[src/rtl/led16_pkg.sv]
// led16_pkg: shared state type, grant bit indices and LED pattern constants for led16_sched
package led16_pkg;
    typedef enum logic [1:0] {IDLE, SHOW, STAT, ALERT} state_t;
    localparam int GNT_SHOW  = 0;
    localparam int GNT_STAT  = 1;
    localparam int GNT_ALERT = 2;
    localparam logic [15:0] PAT_ON  = 16'hFFFF;
    localparam logic [15:0] PAT_OFF = 16'h0000;
endpackage

[src/rtl/led16_satcnt.sv]
// led16_satcnt: clear/increment counter that saturates at MAX
// ports: clk, rst (sync, active-high), clr (priority over inc), inc, cnt (current count)
module led16_satcnt #(
    parameter int W   = 4,
    parameter int MAX = 15
) (
    input  logic         clk,
    input  logic         rst,
    input  logic         clr,
    input  logic         inc,
    output logic [W-1:0] cnt
);
    logic [W-1:0] cnt_q, cnt_d;
    always_comb cnt_d = clr ? '0 : (inc && cnt_q != W'(MAX)) ? cnt_q + 1'b1 : cnt_q;
    always_ff @(posedge clk) cnt_q <= rst ? '0 : cnt_d;
    assign cnt = cnt_q;
endmodule

[src/rtl/led16_sched.sv]
// led16_sched: priority scheduler sharing one 16-LED bank between show, static pattern and alert blink
// ports: clk, rst (sync, active-high); show_req, stat_req, alert_req (level requests);
//        stat_data (pattern latched on STAT entry); drv_led (from external led16_drv);
//        drv_en, drv_mod (to led16_drv); gnt (one-hot {alert, stat, show}); led (bank value)
module led16_sched import led16_pkg::*; #(
    parameter int HOLD_CYC = 1024,
    parameter int MODE_W   = 26,
    parameter int BLINK_W  = 23
) (
    input  logic        clk,
    input  logic        rst,
    input  logic        show_req,
    input  logic        stat_req,
    input  logic [15:0] stat_data,
    input  logic        alert_req,
    input  logic [15:0] drv_led,
    output logic        drv_en,
    output logic        drv_mod,
    output logic [2:0]  gnt,
    output logic [15:0] led
);
    localparam int HW = $clog2(HOLD_CYC + 1);
    state_t              state_q, state_d, top_req;
    logic [HW-1:0]       hold_cnt;
    logic [MODE_W-1:0]   mode_q, mode_d;
    logic [BLINK_W-1:0]  blink_q, blink_d;
    logic [15:0]         pat_q, pat_d;
    logic [2:0]          gnt_q, gnt_d;
    logic                drv_en_q, drv_en_d, drv_mod_q, drv_mod_d;
    logic                own_req, stay;

    led16_satcnt #(.W(HW), .MAX(HOLD_CYC)) u_hold (
        .clk (clk),
        .rst (rst),
        .clr (!stay),
        .inc (1'b1),
        .cnt (hold_cnt)
    );

    always_comb begin
        top_req   = alert_req ? ALERT : stat_req ? STAT : show_req ? SHOW : IDLE;
        own_req   = state_q == SHOW ? show_req : state_q == STAT ? stat_req :
                    state_q == ALERT ? alert_req : 1'b0;
        // Re-arbitrate from idle, on owner release or on alert; otherwise only a held-out SHOW yields to STAT.
        state_d   = (state_q == IDLE || !own_req || alert_req) ? top_req :
                    (state_q == SHOW && stat_req && hold_cnt == HW'(HOLD_CYC)) ? STAT : state_q;
        stay      = state_d == state_q;
        mode_d    = (stay && state_q == SHOW) ? mode_q + 1'b1 : '0;
        drv_mod_d = (stay && state_q == SHOW) ? drv_mod_q ^ (&mode_q) : 1'b0;
        blink_d   = (stay && state_q == ALERT) ? blink_q + 1'b1 : '0;
        pat_d     = (state_d == STAT && !stay) ? stat_data : pat_q;
        drv_en_d  = state_d == SHOW;
        gnt_d            = '0;
        gnt_d[GNT_SHOW]  = state_d == SHOW;
        gnt_d[GNT_STAT]  = state_d == STAT;
        gnt_d[GNT_ALERT] = state_d == ALERT;
        led = state_q == SHOW  ? drv_led :
              state_q == STAT  ? pat_q :
              state_q == ALERT ? (blink_q[BLINK_W-1] ? PAT_OFF : PAT_ON) : PAT_OFF;
    end

    always_ff @(posedge clk) begin
        state_q   <= rst ? IDLE : state_d;
        mode_q    <= rst ? '0 : mode_d;
        blink_q   <= rst ? '0 : blink_d;
        pat_q     <= rst ? '0 : pat_d;
        gnt_q     <= rst ? '0 : gnt_d;
        drv_en_q  <= rst ? 1'b0 : drv_en_d;
        drv_mod_q <= rst ? 1'b0 : drv_mod_d;
    end

    assign gnt     = gnt_q;
    assign drv_en  = drv_en_q;
    assign drv_mod = drv_mod_q;
endmodule

[config.mk]
export PLATFORM = sky130hd
export DESIGN_NAME = led16_sched
export DESIGN_NICKNAME = d
export VERILOG_FILES = /design/src/rtl/led16_pkg.sv /design/src/rtl/led16_satcnt.sv /design/src/rtl/led16_sched.sv
export SDC_FILE = /design/constraint.sdc
export NUM_CORES = 1
export LEC_CHECK = 0
export BUFFER_PORTS_ARGS = -buffer_cell sky130_fd_sc_hd__buf_2
export CORE_UTILIZATION = 52
export DETAILED_ROUTE_END_ITERATION = 16
export GPL_TIMING_DRIVEN = 0
export PLACE_DENSITY = 0.86
export SLEW_MARGIN = 20
export SYNTH_ARGS = -nofsm -noshare
export SYNTH_HDL_FRONTEND = slang
export SYNTH_SLANG_ARGS = --single-unit
[constraint.sdc]
create_clock -name clk -period 2.2 [get_ports clk]
set_clock_uncertainty 0.15 [all_clocks]
set_input_delay 0.22 -clock clk [delete_from_list [all_inputs] [get_ports clk]]
set_output_delay 0.22 -clock clk [all_outputs]
set_load 0.02 [all_outputs]
==> metrics <==
status=complete, no violations; first-iteration detailed-routing DRC count=about 190; max_slew headroom=between 40% and 50%; mux contribution to synthesized area=about 5.7%; Avg WL per Cell=roughly 14 µm; RSZ-0062 raised after global routing=yes; first-pass GRT wire length=~16,000 µm; vias in the first global route=3,616; reg2reg start=mode_q[0]; gr usage total=23.5%; core footprint=roughly 7400 µm²; HP Start=blink_q[0]; Die W=between 90 and 100 µm; clock power share=around a third; WL met1=around 4000 µm; Hold Path Stages=1; maximum operating frequency=0.464 GHz; drt drc=0; most used cell, CP=or4_4; Tcrit/Tclk final=a little over nine tenths; asr flop ratio synth=0%; Hold Crit Endpoint=blink_q[0]; top_reg_cell synth=dfxtp_1; Final nets=slightly above 600; Synth Cell Area=between 4000 and 5000 µm²; Buf/Inv on CP=1; CTS clk-pin slew, worst paths=~0.090 ns; die area=between 8000 and 9000 µm²; I/O Pins=58; Synth Area in XOR/XNOR=~6.9%; largest net degree at the start of global routing=14; Worst Tran Pin Value=around 0.8 ns; CP Data Required Time=2.35 ns; worst-skew pair later-pin latency=0.35 ns; initial antenna violation count=0; Final Routed Wirelength=about 9400 µm; switching pwr=roughly 0.70 mW; leakage dissipation=about 1.9 nW; crit-path leading delay family=simple AND/OR/NAND/NOR gates; clk sinks=between 80 and 90; yosys warns=0; Core Rows=31; EDFF count, synth=0; reg2reg end=mode_q[22]; H-tree depth=3; # setup viols final=0; Startpoint Class=flop; Cells after Synth=roughly 470; Root Driver=clkbuf_8; routed wl met2=between 4000 and 5000 µm; Total Power=approximately 2.7 mW; Worst Setup End Kind=flop; Comb power frac=11.0%; Max stage delay cell, worst path=or4_4; largest family of logic cells by synthesized area=simple AND/OR/NAND/NOR gates; CTS Buf Count=9; Final Hold Slack=0.301 ns; total grt overflow=0; CP Cell Sequence=ha_4 > nand4_4 > or4_4 > buf_6 > or4_4 > a21oi_2; met3 WL post-DR=307 µm; Synth Area in Adders=~1.2%; Pre-antenna DRT Iters=5; WP data arrival=2.30 ns; Reg power frac=55.5%; Area growth syn-to-layout=21.6%; Simple-Gate Fraction of Synth Area=about 29%; CTS tree=yes; Routability Congestion=around 0.8; Max Root-Sink Buffers=2; fraction of layout cells with a size suffix above 1=a little under a fifth; uppermost layer routed=met4; Initial Utilization=54.8%; drt via density=5.65; Pwr Density=between 500 and 600 nW/µm²; average size of a mapped cell=8.55 µm²; area of the multi-input gates=2240 µm²; ant diodes=0; WS Path Type=flop to flop; #FFs+latches synth=about 80; Hold WC Path Type=flop to flop; post-detail-place hpwl=just over 6000 µm; CP max stage delay=approximately 0.56 ns; buffers added on ports=57; register area=~1600 µm²; number of fill cells=~560; die height=approximately 90 µm; max cap viols=0; via count=between 3,000 and 4,000; VDD IR max=between 0.0004 and 0.0005 V; Syn Nets=513; maximum fanout along the worst path=5; minimum clock period=roughly 2.2 ns; cells on worst reg2reg path=6; number of distinct library cells after synthesis=43; R2R setup slack=around 0.046 ns; count of final hold-check violations=0; Int Pwr=2.04 mW; Routed Antenna Nets=0; Sw Ratio=between 20% and 30%; sequential share of the synthesized area=between 40% and 50%; Synth Area in Compound Gates=about an eighth; Slew Limit Fails=0
## Yosys cell counts, types with 2 or more instances
cell / number / area (µm²)
and3_1: 9 / 56.3
a31oi_1: 3 / 18.8
mux2i_1: 23 / 230
nor2_1: 46 / 173
xor2_1: 12 / 105
nand2b_1: 36 / 225
o31ai_1: 8 / 60.1
xnor2_1: 20 / 175
inv_1: 23 / 86.3
nor3_1: 11 / 55.1
nand2_1: 26 / 97.6
buf_4: 2 / 15.0
a21oi_1: 17 / 85.1
ha_1: 4 / 50.1
nand3_1: 28 / 140
a41o_1: 3 / 30.0
o21ai_0: 22 / 110
nor4_1: 6 / 37.5
nand3b_1: 7 / 52.6
clkbuf_1: 19 / 71.3
a22o_1: 16 / 140
or3_1: 5 / 31.3
or4_1: 8 / 60.1
nand4_1: 9 / 56.3
and4_1: 5 / 43.8
and2_1: 3 / 18.8
nor2b_1: 3 / 18.8
dfxtp_1: 82 / 1640
or3_2: 2 / 15.0
## worst max path at each step
stage	start	to	slack, ns	cells after the start
global route	u_hold.cnt[2]	pat_q[13]	-0.01	5
finish	mode_q[0]	mode_q[22]	0.05	6
global placement	u_hold.cnt[5]	pat_q[8]	-0.12	5
detailed placement	u_hold.cnt[2]	pat_q[13]	-0.21	5
floorplan	mode_q[0]	mode_q[22]	0.02	6
CTS	mode_q[1]	mode_q[22]	0.01	6
## through the flow
| step | setup TNS [ns] | area [µm²] | setup WS (ns) | utilization, % | cells |
|---|---|---|---|---|---|
| floorplan | 0 | 4050 | 0.0234 | - | 472 |
| global placement | -1.27 | 4460 | -0.121 | 60.5 | 628 |
| detailed placement | -2.10 | 4460 | -0.208 | 60.5 | 628 |
| CTS | 0 | 4860 | 0.00991 | 65.9 | 666 |
| global route | -0.0239 | 4910 | -0.0140 | 66.6 | 669 |
| finish | 0 | 4910 | 0.0461 | 66.6 | 669 |
## power groups by stage
stage | Clock (mW) | Combinational [mW] | Sequential (mW)
after floorplan | 0 | 0.166 | 1.55
after global placement | 0 | 0.249 | 1.55
after detailed placement | 0 | 0.258 | 1.55
after CTS | 0.947 | 0.292 | 1.52
after global routing | 1.00 | 0.325 | 1.52
final | 0.918 | 0.302 | 1.52
## timing repair
action                     CTS  global route
setup endpoints to repair   24            42
hold buffers                20             0
setup buffers                4             2
gates cloned                 0             1
hold endpoints to repair    19             0
resized for setup            7            20
pin swaps                    3             4
## flip-flops by register name, indices dropped and copies added, names as in the netlist
name,flops
mode_q,26
blink_q,23
gnt,3
state_q,2
pat_q,16
u_hold.cnt,11
drv_mod,1
## worst reg2reg max path, cell delays in order (launching register included)
cell     delay, ns
dfxtp_2       0.36
ha_4          0.16
nand4_4       0.11
or4_4         0.56
buf_6         0.15
or4_4         0.50
a21oi_2       0.12
## cells by family (layout without fill, tap and decap cells)
kind of cell,count (synthesis),count (layout)
xor+xnor,32,32
flops,82,82
fa+ha+maj,4,4
compound gates,74,74
simple gates,211,211
buf+inv,46,144
mux,23,23
## area by class of cell
class / instances / area share, %
well taps: 99 / 2.52
plain buffers: 23 / 2.37
clock buffers: 9 / 2.52
inverters: 23 / 1.76
flip-flops and latches: 82 / 33.6
repair buffers: 84 / 10.9
multi-input cells: 344 / 45.7
clock inverters: 5 / 0.688
## cell usage in the layout, fill, tap and decap left out, types with 5 or more instances in the layout
cell / count
and3_1: 9
nand2b_1: 36
and4_1: 5
xnor2_1: 20
clkbuf_8: 9
o21ai_0: 22
a21oi_1: 15
o31ai_1: 8
xor2_1: 12
a22o_1: 16
nor4_1: 6
or3_1: 5
nor3_1: 11
nand3_1: 28
nor2_1: 46
dfxtp_1: 78
inv_1: 23
clkbuf_1: 9
buf_4: 8
clkbuf_2: 9
nand3b_1: 7
nand4_1: 9
or4_1: 6
nand2_1: 26
mux2i_1: 23
dlygate4sd3_1: 20
buf_2: 58
## per-layer routing
metal  global-route usage, %  vias up
met5                       0        -
met4                    10.1        0
met3                    5.84       30
met2                    41.5       93
met1                    26.8     1808
li1                        -     1848
Note: power is estimated with default switching activity, not from simulation.
